<file path="src/rtl/alu_arbiter_pkg.sv">
// alu_arbiter_pkg: shared alucontrol encodings, FSM states and requester count
package alu_arbiter_pkg;
  localparam int NUM_REQ = 2;
  typedef enum logic [2:0] {
    ALU_ADD = 3'b000,
    ALU_SUB = 3'b001,
    ALU_AND = 3'b010,
    ALU_OR  = 3'b011,
    ALU_XOR = 3'b100,
    ALU_SLT = 3'b101
  } alucontrol_e;
  typedef enum logic {EMPTY = 1'b0, FULL = 1'b1} state_e;
endpackage

</file>
<file path="src/rtl/alu_arbiter_alu.sv">
// alu: combinational ALU; op codes 110/111 are illegal and yield zero with err
module alu
  import alu_arbiter_pkg::*;
#(
  parameter int DATA_W = 32
) (
  input  logic [DATA_W-1:0] a,
  input  logic [DATA_W-1:0] b,
  input  logic [2:0]        op,
  output logic [DATA_W-1:0] y,
  output logic              zero,
  output logic              err
);
  // operation select; anything past SLT falls through to zero
  always_comb begin
    y    = op == ALU_ADD ? a + b :
           op == ALU_SUB ? a - b :
           op == ALU_AND ? a & b :
           op == ALU_OR  ? a | b :
           op == ALU_XOR ? a ^ b :
           op == ALU_SLT ? {{(DATA_W-1){1'b0}}, $signed(a) < $signed(b)} : '0;
    zero = y == '0;
    err  = op[2] & op[1];
  end
endmodule

</file>
<file path="src/rtl/alu_arbiter.sv">
// alu_arbiter: two requesters share one alu via a single-entry response register; define ALU_ARBITER_ROUND_ROBIN_EN for round-robin contention (default fixed priority, requester 0 wins)
module alu_arbiter
  import alu_arbiter_pkg::*;
#(
  parameter int DATA_W = 32
) (
  input  logic                             clk,
  input  logic                             reset,
  input  logic [NUM_REQ-1:0]               req_valid,
  output logic [NUM_REQ-1:0]               req_ready,
  input  logic [NUM_REQ-1:0][DATA_W-1:0]   req_a,
  input  logic [NUM_REQ-1:0][DATA_W-1:0]   req_b,
  input  logic [NUM_REQ-1:0][2:0]          req_op,
  output logic                             rsp_valid,
  input  logic                             rsp_ready,
  output logic [DATA_W-1:0]                rsp_result,
  output logic                             rsp_zero,
  output logic                             rsp_id,
  output logic                             rsp_err
);
  state_e            state_q, state_d;
  logic              gnt, slot_free, xfer;
  logic [DATA_W-1:0] alu_y, result_q;
  logic              alu_zero, alu_err, zero_q, id_q, err_q;
`ifdef ALU_ARBITER_ROUND_ROBIN_EN
  logic ptr_q, ptr_d;
  // contention goes to the favoured requester; a lone requester always wins
  always_comb begin
    gnt   = &req_valid ? ptr_q : !req_valid[0];
    ptr_d = xfer ? !gnt : ptr_q;
  end
  // pointer moves only on a transfer, favouring the requester not just served
  always_ff @(posedge clk) ptr_q <= reset ? 1'b0 : ptr_d;
`else
  // fixed priority: requester 0 wins whenever it is valid
  always_comb gnt = !req_valid[0];
`endif
  // handshake and next state; slot frees the same cycle the consumer drains it
  always_comb begin
    slot_free = state_q == EMPTY || rsp_ready;
    req_ready = (!reset && slot_free && req_valid[gnt]) ? (gnt ? 2'b10 : 2'b01) : 2'b00;
    xfer      = |req_ready;
    state_d   = xfer ? FULL : (state_q == FULL && !rsp_ready) ? FULL : EMPTY;
  end
  alu #(.DATA_W(DATA_W)) u_alu (
    .a    (req_a[gnt]),
    .b    (req_b[gnt]),
    .op   (req_op[gnt]),
    .y    (alu_y),
    .zero (alu_zero),
    .err  (alu_err)
  );
  // response register loads on a transfer and otherwise holds
  always_ff @(posedge clk) begin
    if (reset) begin
      state_q  <= EMPTY;
      result_q <= '0;
      zero_q   <= 1'b0;
      id_q     <= 1'b0;
      err_q    <= 1'b0;
    end else begin
      state_q <= state_d;
      if (xfer) begin
        result_q <= alu_y;
        zero_q   <= alu_zero;
        id_q     <= gnt;
        err_q    <= alu_err;
      end
    end
  end
  assign rsp_valid  = state_q == FULL;
  assign rsp_result = result_q;
  assign rsp_zero   = zero_q;
  assign rsp_id     = id_q;
  assign rsp_err    = err_q;
endmodule

</file>
<file path="config.mk">
export PLATFORM = sky130hd
export DESIGN_NAME = alu_arbiter
export DESIGN_NICKNAME = d
export VERILOG_FILES = /design/src/rtl/alu_arbiter_pkg.sv /design/src/rtl/alu_arbiter_alu.sv /design/src/rtl/alu_arbiter.sv
export SDC_FILE = /design/constraint.sdc
export NUM_CORES = 1
export LEC_CHECK = 0
export BUFFER_PORTS_ARGS = -buffer_cell sky130_fd_sc_hd__buf_4
export CORE_ASPECT_RATIO = 1.5
export CORE_MARGIN = 10
export CORE_UTILIZATION = 38
export DETAILED_ROUTE_END_ITERATION = 16
export SLEW_MARGIN = 40
export SYNTH_ARGS = -nofsm -noshare
export SYNTH_HDL_FRONTEND = slang
export SYNTH_HIERARCHICAL = 1
export SYNTH_SLANG_ARGS = --single-unit
</file>
<file path="constraint.sdc">
create_clock -name clk -period 5.7 [get_ports clk]
set_input_delay 0.57 -clock clk [delete_from_list [all_inputs] [get_ports clk]]
set_output_delay 0.57 -clock clk [all_outputs]
set_load 0.01 [all_outputs]
</file>
==> impl_results.md <==
* Status: finished, final reports clean
* CTS resizes at 0
* Post-layout net count at 1,529
* Setup TNS at 0 ns
* Reg-to-reg startpoint: rsp_valid
* Crit Path Category: in -> reg
* Die Ht at 198 µm
* Static leakage at 4.42 nW
* Sw frac at 48.0%
* Sequential power share at 16.2%
* Syn Nets at 1,378
* Commonest non-fill, non-tap cell in the layout: buf_4
* Crit-path slowest cell: a2111oi_0
* Seq/Total Area, Yosys at 8.96%
* Final instance area at 9850 µm²
* CTS max path bufs at 2
* WL per Instance at 21.3 µm
* Max-Cap Viols at 0
* Drt pass-1 iters at 5
* Ports at 177
* CP Launch Type: input port
* Initial DRC Count at 734
* Reg clk slew, reported paths at 0.06 ns
* Diode count at 0
* Post-synth ARST share at 0%
* Critical Path End Type: flop
* Core area at 20,900 µm²
* #FFs+latches synth at 36
* Floorplan die width at 139 µm
* Overall global routing resource usage at 22.6%
* Clock Power Share at 15.1%
* CTS root buf: clkbuf_16
* Post-CTS Setup Inserts at 0
* Most frequent cells in the layout: 224 x buf_4, 116 x a21oi_1, 98 x inv_1, 98 x nor2_1, 96 x ha_1
* Via count at 9,277
* Die Area at 27,500 µm²
* Number of global-route vias before repair at 9,538
* Layout fillers at 2,192
* Switch Pwr at 871 µW
* Max IR drop VDD at 0.116 mV
* Worst setup startpoint: req_valid[0]
* Initial antenna violation count at 0
* Yosys warnings at 6
* Final setup violation count at 0
* F_max at 189 MHz
* RSZ-0062 raised after global routing: no
* Post-Syn Area at 8040 µm²
* Global-route wire length before repair at 50.9 mm
* Routed wire length at 33.3 mm
* Crit path time final at 5.29 ns
* Final hold violation count at 0
* Mapped Avg Cell Area at 7.05 µm²
* Gate power share at 68.7%
* Cells after Synth at 1,141
* DRC viols at 0
* Final worst path period share at 92.8%
* Gpl congestion at 0.988
* Placed cell areas at 9710 µm²
* Num CTS Buffers at 5
* Critical path arrival at 5.51 ns
* Via/cell ratio at 5.94
* Antenna-violating nets left at 0
* Worst Hold Launch: rsp_err
* Port buffer count at 176
* Worst-Margin Slew at 0.791 ns
* Slew headroom at 47.3%
* Crit path cell chain: buf_4 -> buf_12 -> buf_4 -> mux2_2 -> inv_1 -> ha_1 -> nand4_1 -> a2111oi_0 -> nand2_1 -> a211oi_1 -> o22a_1 -> a21oi_1 -> a311o_1 -> nand4b_1 -> or4_1 -> nor4b_2 -> and4b_1 -> nand3b_1 -> a21oi_1
* Worst Hold Class: reg -> reg
* Pwr dens at 184 nW/µm²
* Critical Path RT at 5.92 ns
* CP max FO at 28
* Largest net degree at the start of global routing at 49
* Hold_buf cts at 0
* Unique masters post-synth at 92
* Clk_lat worst skew at 0.28 ns
* Number of synthesized flops with an enable pin at 0
* Clock Skew at 0.00302 ns
* Area grow syn2layout at 22.5%
* CTS tree: built
* Final global-route overflow total at 0
* CTS Sinks at 36
* Share of layout cells above drive strength 1 at 25.8%
* CP max stage delay at 0.64 ns
* DP Wirelength at 27.0 mm
* H-tree depth at 2
* Prevailing post-synth register cell: dfxtp_1
* Row cnt at 65
* Register-to-Register Setup Slack at 4.10 ns
* Internal at 942 µW
* Slew Limit Fails at 0
* Starting Density at 38.5%
cells in the mapped netlist (11+ instances only):
library cell | instances | area (µm²)
nand2b_1 | 15 | 93.8
ha_1 | 96 | 1200
o211ai_1 | 19 | 143
inv_1 | 98 | 368
o21ai_1 | 28 | 140
a211oi_1 | 20 | 150
nor2b_1 | 13 | 81.3
nor2_1 | 99 | 372
o21a_1 | 11 | 82.6
nand3b_1 | 41 | 308
dfxtp_1 | 36 | 721
o21ai_0 | 65 | 325
nand3_1 | 20 | 100
a31oi_1 | 13 | 81.3
nor3_1 | 17 | 85.1
buf_2 | 33 | 165
mux2_2 | 67 | 754
nand2_1 | 81 | 304
a21oi_1 | 116 | 581
clkbuf_1 | 38 | 143
cells by family (layout without fill, tap and decap cells):
family	after synthesis	after routing	share of synthesized area [%]
XOR/XNOR	9	9	0.980
adder cells (fa/ha/maj)	98	98	15.4
AO/OA/AOI/OAI	397	397	32.5
AND/OR/NAND/NOR	346	346	22.4
multiplexers	73	73	10.3
buffers and inverters	182	334	9.40
flip-flops	36	36	8.96
per-layer routing:
metal  vias to the layer above  wire length, µm  share of wire [%]  global-route usage, %
met5                         -                0                  0                      0
met4                         0             2350                7.1                   14.8
met3                       123             1630                4.9                   3.19
met2                       362            17000                 51                   41.6
met1                      4351            12300                 37                   23.5
li1                       4441                -                  -                      -
critical path: cells and delay by family:
family	cells	cell delay (ns)
AO/OA/AOI/OAI	6	1.70
buffers and inverters	4	0.78
multiplexers	1	0.36
AND/OR/NAND/NOR	7	1.72
adder cells (fa/ha/maj)	1	0.37
per-stage QoR:
step | utilization [%] | std cells | setup WS (ns) | total power, mW | hold slack [ns]
final | 47.1 | 1561 | 0.410 | 1.81 | 0.478
after detailed placement | 46.4 | 1553 | 0.184 | 1.53 | 0.471
after global routing | 47.1 | 1561 | 0.124 | 1.94 | 0.502
after CTS | 47.1 | 1561 | 0.470 | 1.80 | 0.479
after global placement | 46.4 | 1553 | 0.260 | 1.52 | 0.468
after floorplan | - | 1141 | 0.973 | 1.09 | 0.498
power by group through the flow:
stage               clock (mW)  sequential [mW]  combinational (mW)
floorplan                    0            0.310               0.783
global placement             0            0.299                1.23
detailed placement           0            0.299                1.23
CTS                      0.275            0.294                1.23
global route             0.289            0.297                1.35
finish                   0.273            0.294                1.25
cell type report:
| type | instances | area (µm²) | share of cell area [%] |
|---|---|---|---|
| clock buffers | 5 | 125 | 1.27 |
| repair buffers | 225 | 1700 | 17.3 |
| inverters | 101 | 379 | 3.85 |
| well taps | 268 | 335 | 3.40 |
| multi-input cells | 923 | 6570 | 66.7 |
| flip-flops and latches | 36 | 721 | 7.32 |
| clock inverters | 3 | 18.8 | 0.191 |
worst paths after layout:
kind	endpoint	cells past startpoint
max reg2reg	rsp_result[0]	4
min reg2reg	rsp_err	2
min	rsp_err	2
max	rsp_zero	19
registers in the layout, indices dropped and copies added (netlist names):
name / cells
rsp_result: 32
rsp_err: 1
rsp_valid: 1
rsp_zero: 1
rsp_id: 1
Power figures use the tool's default switching activity.
